===== src/rtl/ser_par_align_pkg.sv =====
// Shared constants and state encoding for the receive-side serial-to-parallel aligner.
package ser_par_align_pkg;

  // Alignment/idle symbol the transmitter sends whenever it has no valid data.
  localparam logic [7:0] ComSymDefault = 8'hBC;

  // clk_32f runs at this multiple of clk_4f; one byte spans this many bit clocks.
  localparam int unsigned BitRatio = 8;
  localparam int unsigned BitCntW  = $clog2(BitRatio);

  // Width of the consecutive-COM counter; wide enough for lock counts up to 15.
  localparam int unsigned ComCntW = 4;

  // Encoding 2'd3 is illegal and recovers to StSearch.
  typedef enum logic [1:0] {
    StSearch = 2'd0,
    StAlign  = 2'd1,
    StLocked = 2'd2
  } state_e;

endpackage


===== src/rtl/ser_par_align.sv =====
// Serial-to-parallel converter with COM-based byte alignment and lock detection.
module ser_par_align
  import ser_par_align_pkg::*;
#(
  parameter logic [7:0]  COM_SYM    = ComSymDefault,
  parameter int unsigned LOCK_COUNT = 4
) (
  input  logic       clk_32f,
  input  logic       reset,
  input  logic       data_in,
  output logic [7:0] data_sp,
  output logic       valid_sp,
  output logic       active
);

  localparam logic [BitCntW-1:0] BitCntLast  = BitCntW'(BitRatio - 1);
  // Boundary COM count at which the run is long enough to lock.
  localparam logic [ComCntW-1:0] ComCntLast  = ComCntW'(LOCK_COUNT - 1);
  localparam bit                 LockOnFirst = (LOCK_COUNT == 1);

  logic [6:0]         sr_q, sr_d;
  logic [BitCntW-1:0] bit_cnt_q, bit_cnt_d;
  logic [ComCntW-1:0] com_cnt_q, com_cnt_d;
  state_e             state_q, state_d;
  logic [7:0]         data_q, data_d;
  logic               valid_q, valid_d;

  logic [7:0] window;
  logic       win_is_com;
  logic       boundary;

  assign window     = {sr_q, data_in};
  assign win_is_com = (window == COM_SYM);
  assign boundary   = (bit_cnt_q == BitCntLast);

  // Next-state: shift in the new bit, track byte phase, and run the alignment FSM.
  always_comb begin
    sr_d      = window[6:0];
    bit_cnt_d = bit_cnt_q + BitCntW'(1);
    com_cnt_d = com_cnt_q;
    state_d   = state_q;
    data_d    = data_q;
    valid_d   = valid_q;

    case (state_q)
      StSearch: begin
        // First COM seen in the bit stream fixes the byte phase.
        if (win_is_com) begin
          bit_cnt_d = '0;
          com_cnt_d = ComCntW'(1);
          state_d   = LockOnFirst ? StLocked : StAlign;
        end
      end
      StAlign: begin
        if (boundary) begin
          if (win_is_com) begin
            com_cnt_d = com_cnt_q + ComCntW'(1);
            if (com_cnt_q == ComCntLast) begin
              state_d = StLocked;
            end
          end else begin
            com_cnt_d = '0;
            state_d   = StSearch;
          end
        end
      end
      StLocked: begin
        // COM bytes are idle fill and never reach the reassembly stage.
        if (boundary) begin
          if (win_is_com) begin
            data_d  = 8'h00;
            valid_d = 1'b0;
          end else begin
            data_d  = window;
            valid_d = 1'b1;
          end
        end
      end
      default: begin
        state_d = StSearch;
      end
    endcase
  end

  // State register with synchronous active-high reset.
  always_ff @(posedge clk_32f) begin
    if (reset) begin
      sr_q      <= '0;
      bit_cnt_q <= '0;
      com_cnt_q <= '0;
      state_q   <= StSearch;
      data_q    <= 8'h00;
      valid_q   <= 1'b0;
    end else begin
      sr_q      <= sr_d;
      bit_cnt_q <= bit_cnt_d;
      com_cnt_q <= com_cnt_d;
      state_q   <= state_d;
      data_q    <= data_d;
      valid_q   <= valid_d;
    end
  end

  assign data_sp  = data_q;
  assign valid_sp = valid_q;
  assign active   = (state_q == StLocked);

endmodule


===== config.mk =====
export PLATFORM = sky130hd
export DESIGN_NAME = ser_par_align
export DESIGN_NICKNAME = d
export VERILOG_FILES = /design/src/rtl/ser_par_align_pkg.sv /design/src/rtl/ser_par_align.sv
export SDC_FILE = /design/constraint.sdc
export NUM_CORES = 1
export LEC_CHECK = 0
export ABC_AREA = 1
export BUFFER_PORTS_ARGS = -buffer_cell sky130_fd_sc_hd__buf_2
export CAP_MARGIN = 10
export CORE_MARGIN = 2
export CORE_UTILIZATION = 33
export DETAILED_ROUTE_END_ITERATION = 16
export PLACE_DENSITY = 0.53
export SYNTH_ARGS = -nofsm -noshare
export SYNTH_HDL_FRONTEND = slang
export SYNTH_SLANG_ARGS = --single-unit

===== constraint.sdc =====
create_clock -name clk_32f -period 2.17 [get_ports clk_32f]
set_input_delay 0.651 -clock clk_32f [delete_from_list [all_inputs] [get_ports clk_32f]]
set_output_delay 0.651 -clock clk_32f [all_outputs]
set_load 0.02 [all_outputs]

==> summary.txt <==
Final layout
  – Post-route cell area: 0.00120 sq mm
  – Final-layout fill cell count: 332
  – Layout area overhead: 13.4%
  – Non-Filler Instances: 186
  – Layout cells sized above 1: 26.1%
  – ANT cells: 0
  – Nets@finish: 149

Drt
  – DR DRC count: 0
  – ANT nets after route: 0
  – Initial DRC Count: 49
  – WL per Instance: 10.4 microns
  – Pre-Repair DR Iteration Count: 4
  – Avg Vias per Cell: 4.51
  – Post-Route WL: 1930 microns
  – Via Count: 839

STA
  – Setup ws final: 0.414 ns
  – Final setup violation count: 0
  – Min Hold Slack: 0.450 ns
  – Unrepaired setup endpoints after global routing: false
  – Pin slew with the least headroom to its limit: 0.320 ns
  – Fin. max-slew vios: 0
  – Fmax: 0.569 GHz
  – Final-report hold violation count: 0
  – Max_slew headroom: 78.5%
  – Crit share post-route: 80.9%
  – Clock Skew: 0.00671 ns
  – Minimum clock period: 1.76 ns
  – Setup_tns: 0 ns

CTS
  – Clock slew at reported path FFs: 0.14 ns
  – Post_cts resized: 0
  – Clock sink total: 25
  – CTS root buf: clkbuf_4
  – CTS buffer count: 3
  – H-tree depth: 1
  – TritonCTS clock tree: done
  – Post-CTS Hold Buffers: 0
  – Post-CTS Repair Setup Buffers: 0
  – Clock Latency Late Sink: 0.32 ns
  – Clock Tree Buf Depth: 2

Synth
  – Sequential fraction of the synthesis area: 47.2%
  – Yosys cell types: 23
  – Synthesized net count: 133
  – Syn_area_per_cell: 8.35 sq um
  – Post-synthesis register bit count: 25
  – Mapped Area: 0.00106 sq mm
  – YS warnings: 0
  – Mapped Cells: 127

Power
  – LEAKAGE: 0.000508 uW
  – Max IR drop VDD: 0.267 mV
  – Pwr dens: 588 mW/mm^2

Floorplan
  – Core area: 0.00305 sq mm
  – Die area: 0.00368 sq mm
  – I/O pin cnt: 13
  – Initial core utilization: 34.8%
  – Die W: 60.7 microns
  – Cell Rows: 20
  – Overall die height: 60.7 microns

Placement
  – Cell count after placement: 182
  – Pre-CTS setup slack: 0.528 ns
  – Hpwl dp: 1390 microns
  – Cell Area, Placed: 0.00117 sq mm
  – Placer Congestion: 0.793
  – IO buf count: 12

Critical path
  – Crit path max-delay family: flip-flops
  – Crit path arrival time: 1.10 ns
  – R2r startpoint: bit_cnt_q[0]$_SDFF_PP0_
  – Max Fanout on Critical Path: 5
  – CP startpoint: state_q[0]$_SDFFE_PP0P_
  – Worst Reg-to-Reg Cells: 9
  – Most frequent CP cell: inv_1
  – Crit. End Element: primary output
  – Worst Setup Start Kind: flip-flop
  – CP Class: reg2out
  – CP cell instances: inv_1 > nand2_2 > inv_1 > buf_2
  – Slowest stage delay, CP: 0.43 ns
  – Worst r2r dst: com_cnt_q[2]$_SDFFE_PP0P_
  – CP max-delay cell: dfxtp_1
  – Worst Path Required: 1.52 ns
  – Worst Path Buf+Inv: 3
  – Worst R2R Setup Slack: 0.71 ns

Hold path
  – Hold Path Class: reg2reg
  – Hold path depth: 2
  – Hold Startpoint: sr_q[0]$_SDFF_PP0_
  – WHS Endpoint: sr_q[1]$_SDFF_PP0_

GRT
  – Grt ovf: 0
  – Initial antenna violation count: 0
  – Total Routing Usage GR: 12.4%
  – Vias in the first global route: 738
  – Largest net degree at the start of global routing: 20
  – Wire length of the first global-routing pass: 3330 microns

Outcome
  – Status: completed

Job
  – Max-Cap Viols: 0
## through the flow
step	total power, uW	utilization [%]
CTS	725	39.4
global placement	506	38.4
detailed placement	507	38.4
global route	742	39.4
finish	708	39.4
floorplan	499	-
## cells in the final DEF, fill, tap and decap left out
cell        count
xnor2_1         2
buf_2          12
nor2_4          4
buf_4           1
nand2_1        19
dfxtp_1        25
o31ai_2         4
clkinv_1        1
a21oi_4         1
nand3b_1        1
nand2_2         3
o21ai_0         1
a21oi_2         1
nand4_1         1
inv_1          15
ha_1            3
nor2_2          1
a21oi_1         7
clkbuf_4        3
o21ai_1         6
nor2_1         12
clkinvlp_4      1
nor3_1          2
nand2_4         1
inv_2           5
nand3_1        10
## registers in the layout, summed over array words and instances (netlist names)
register / cells
com_cnt_q: 4
sr_q: 7
state_q: 2
data_sp: 8
bit_cnt_q: 3
valid_sp: 1
## where the power goes
part | internal (uW) | leakage (uW) | switching, uW
sequential | 467 | 0.000203 | 2.82
clock | 70.4 | 0.0000139 | 141
combinational | 8.40 | 0.000291 | 18.2
## kinds of logic (layout without fill, tap and decap cells)
logic type,Yosys count,count (layout),synth area share (%)
simple gates,54,54,25.6
flops,25,25,47.2
buf+inv,23,38,8.37
compound gates,20,20,13.7
fa+ha+maj,3,3,3.54
xor+xnor,2,2,1.65
## per-layer routing
layer	routed length, microns	vias to the layer above	global-route usage [%]
li1	-	433	-
met1	941	386	16.9
met3	86	4	1.92
met4	30	0	6.52
met5	0	-	0
met2	867	16	19.0
## synth_stat cells
cell      instances  share of area, %
a21oi_1           7               3.3
a21oi_2           1              0.83
a21oi_4           1               1.5
buf_2             2              0.94
clkinv_1          1              0.35
dfxtp_1          25                47
ha_1              3               3.5
inv_1            15               5.3
inv_2             5               1.8
nand2_1          19               6.7
nand2_2           3               1.8
nand2_4           1               1.1
nand3_1          10               4.7
nand3b_1          1              0.71
nand4_1           1              0.59
nor2_1           12               4.2
nor2_2            1              0.59
nor2_4            4               4.2
nor3_1            2              0.94
o21ai_0           1              0.47
o21ai_1           6               2.8
o31ai_2           4               4.7
xnor2_1           2               1.7
## worst min-delay path, delay by kind of cell, from the launching register on
kind,cells,cell delay (ns)
DFF,1,0.33
buffers and inverters,1,0.06
and+or+nand+nor,1,0.04
## worst max-delay path by stage
stage                                endpoint  slack (ns)  depth (start not counted)
floorplan           com_cnt_q[1]$_SDFFE_PP0P_        0.73                          8
global placement      state_q[0]$_SDFFE_PP0P_        0.55                         10
detailed placement  com_cnt_q[1]$_SDFFE_PP0P_        0.53                          9
CTS                                    active        0.39                          4
global route                           active        0.34                          4
finish                                 active        0.41                          4
## final cells by class
type	instances	area [sq um]	share of cell area, %
Tap cell	44	55.1	4.57
Sequential cell	25	500	41.6
Inverter	21	78.8	6.55
Clock inverter	1	7.51	0.624
Clock buffer	3	22.5	1.87
Multi-Input combinational cell	79	472	39.2
Timing Repair Buffer	13	67.6	5.61
Note: power is estimated with default switching activity, not from simulation.
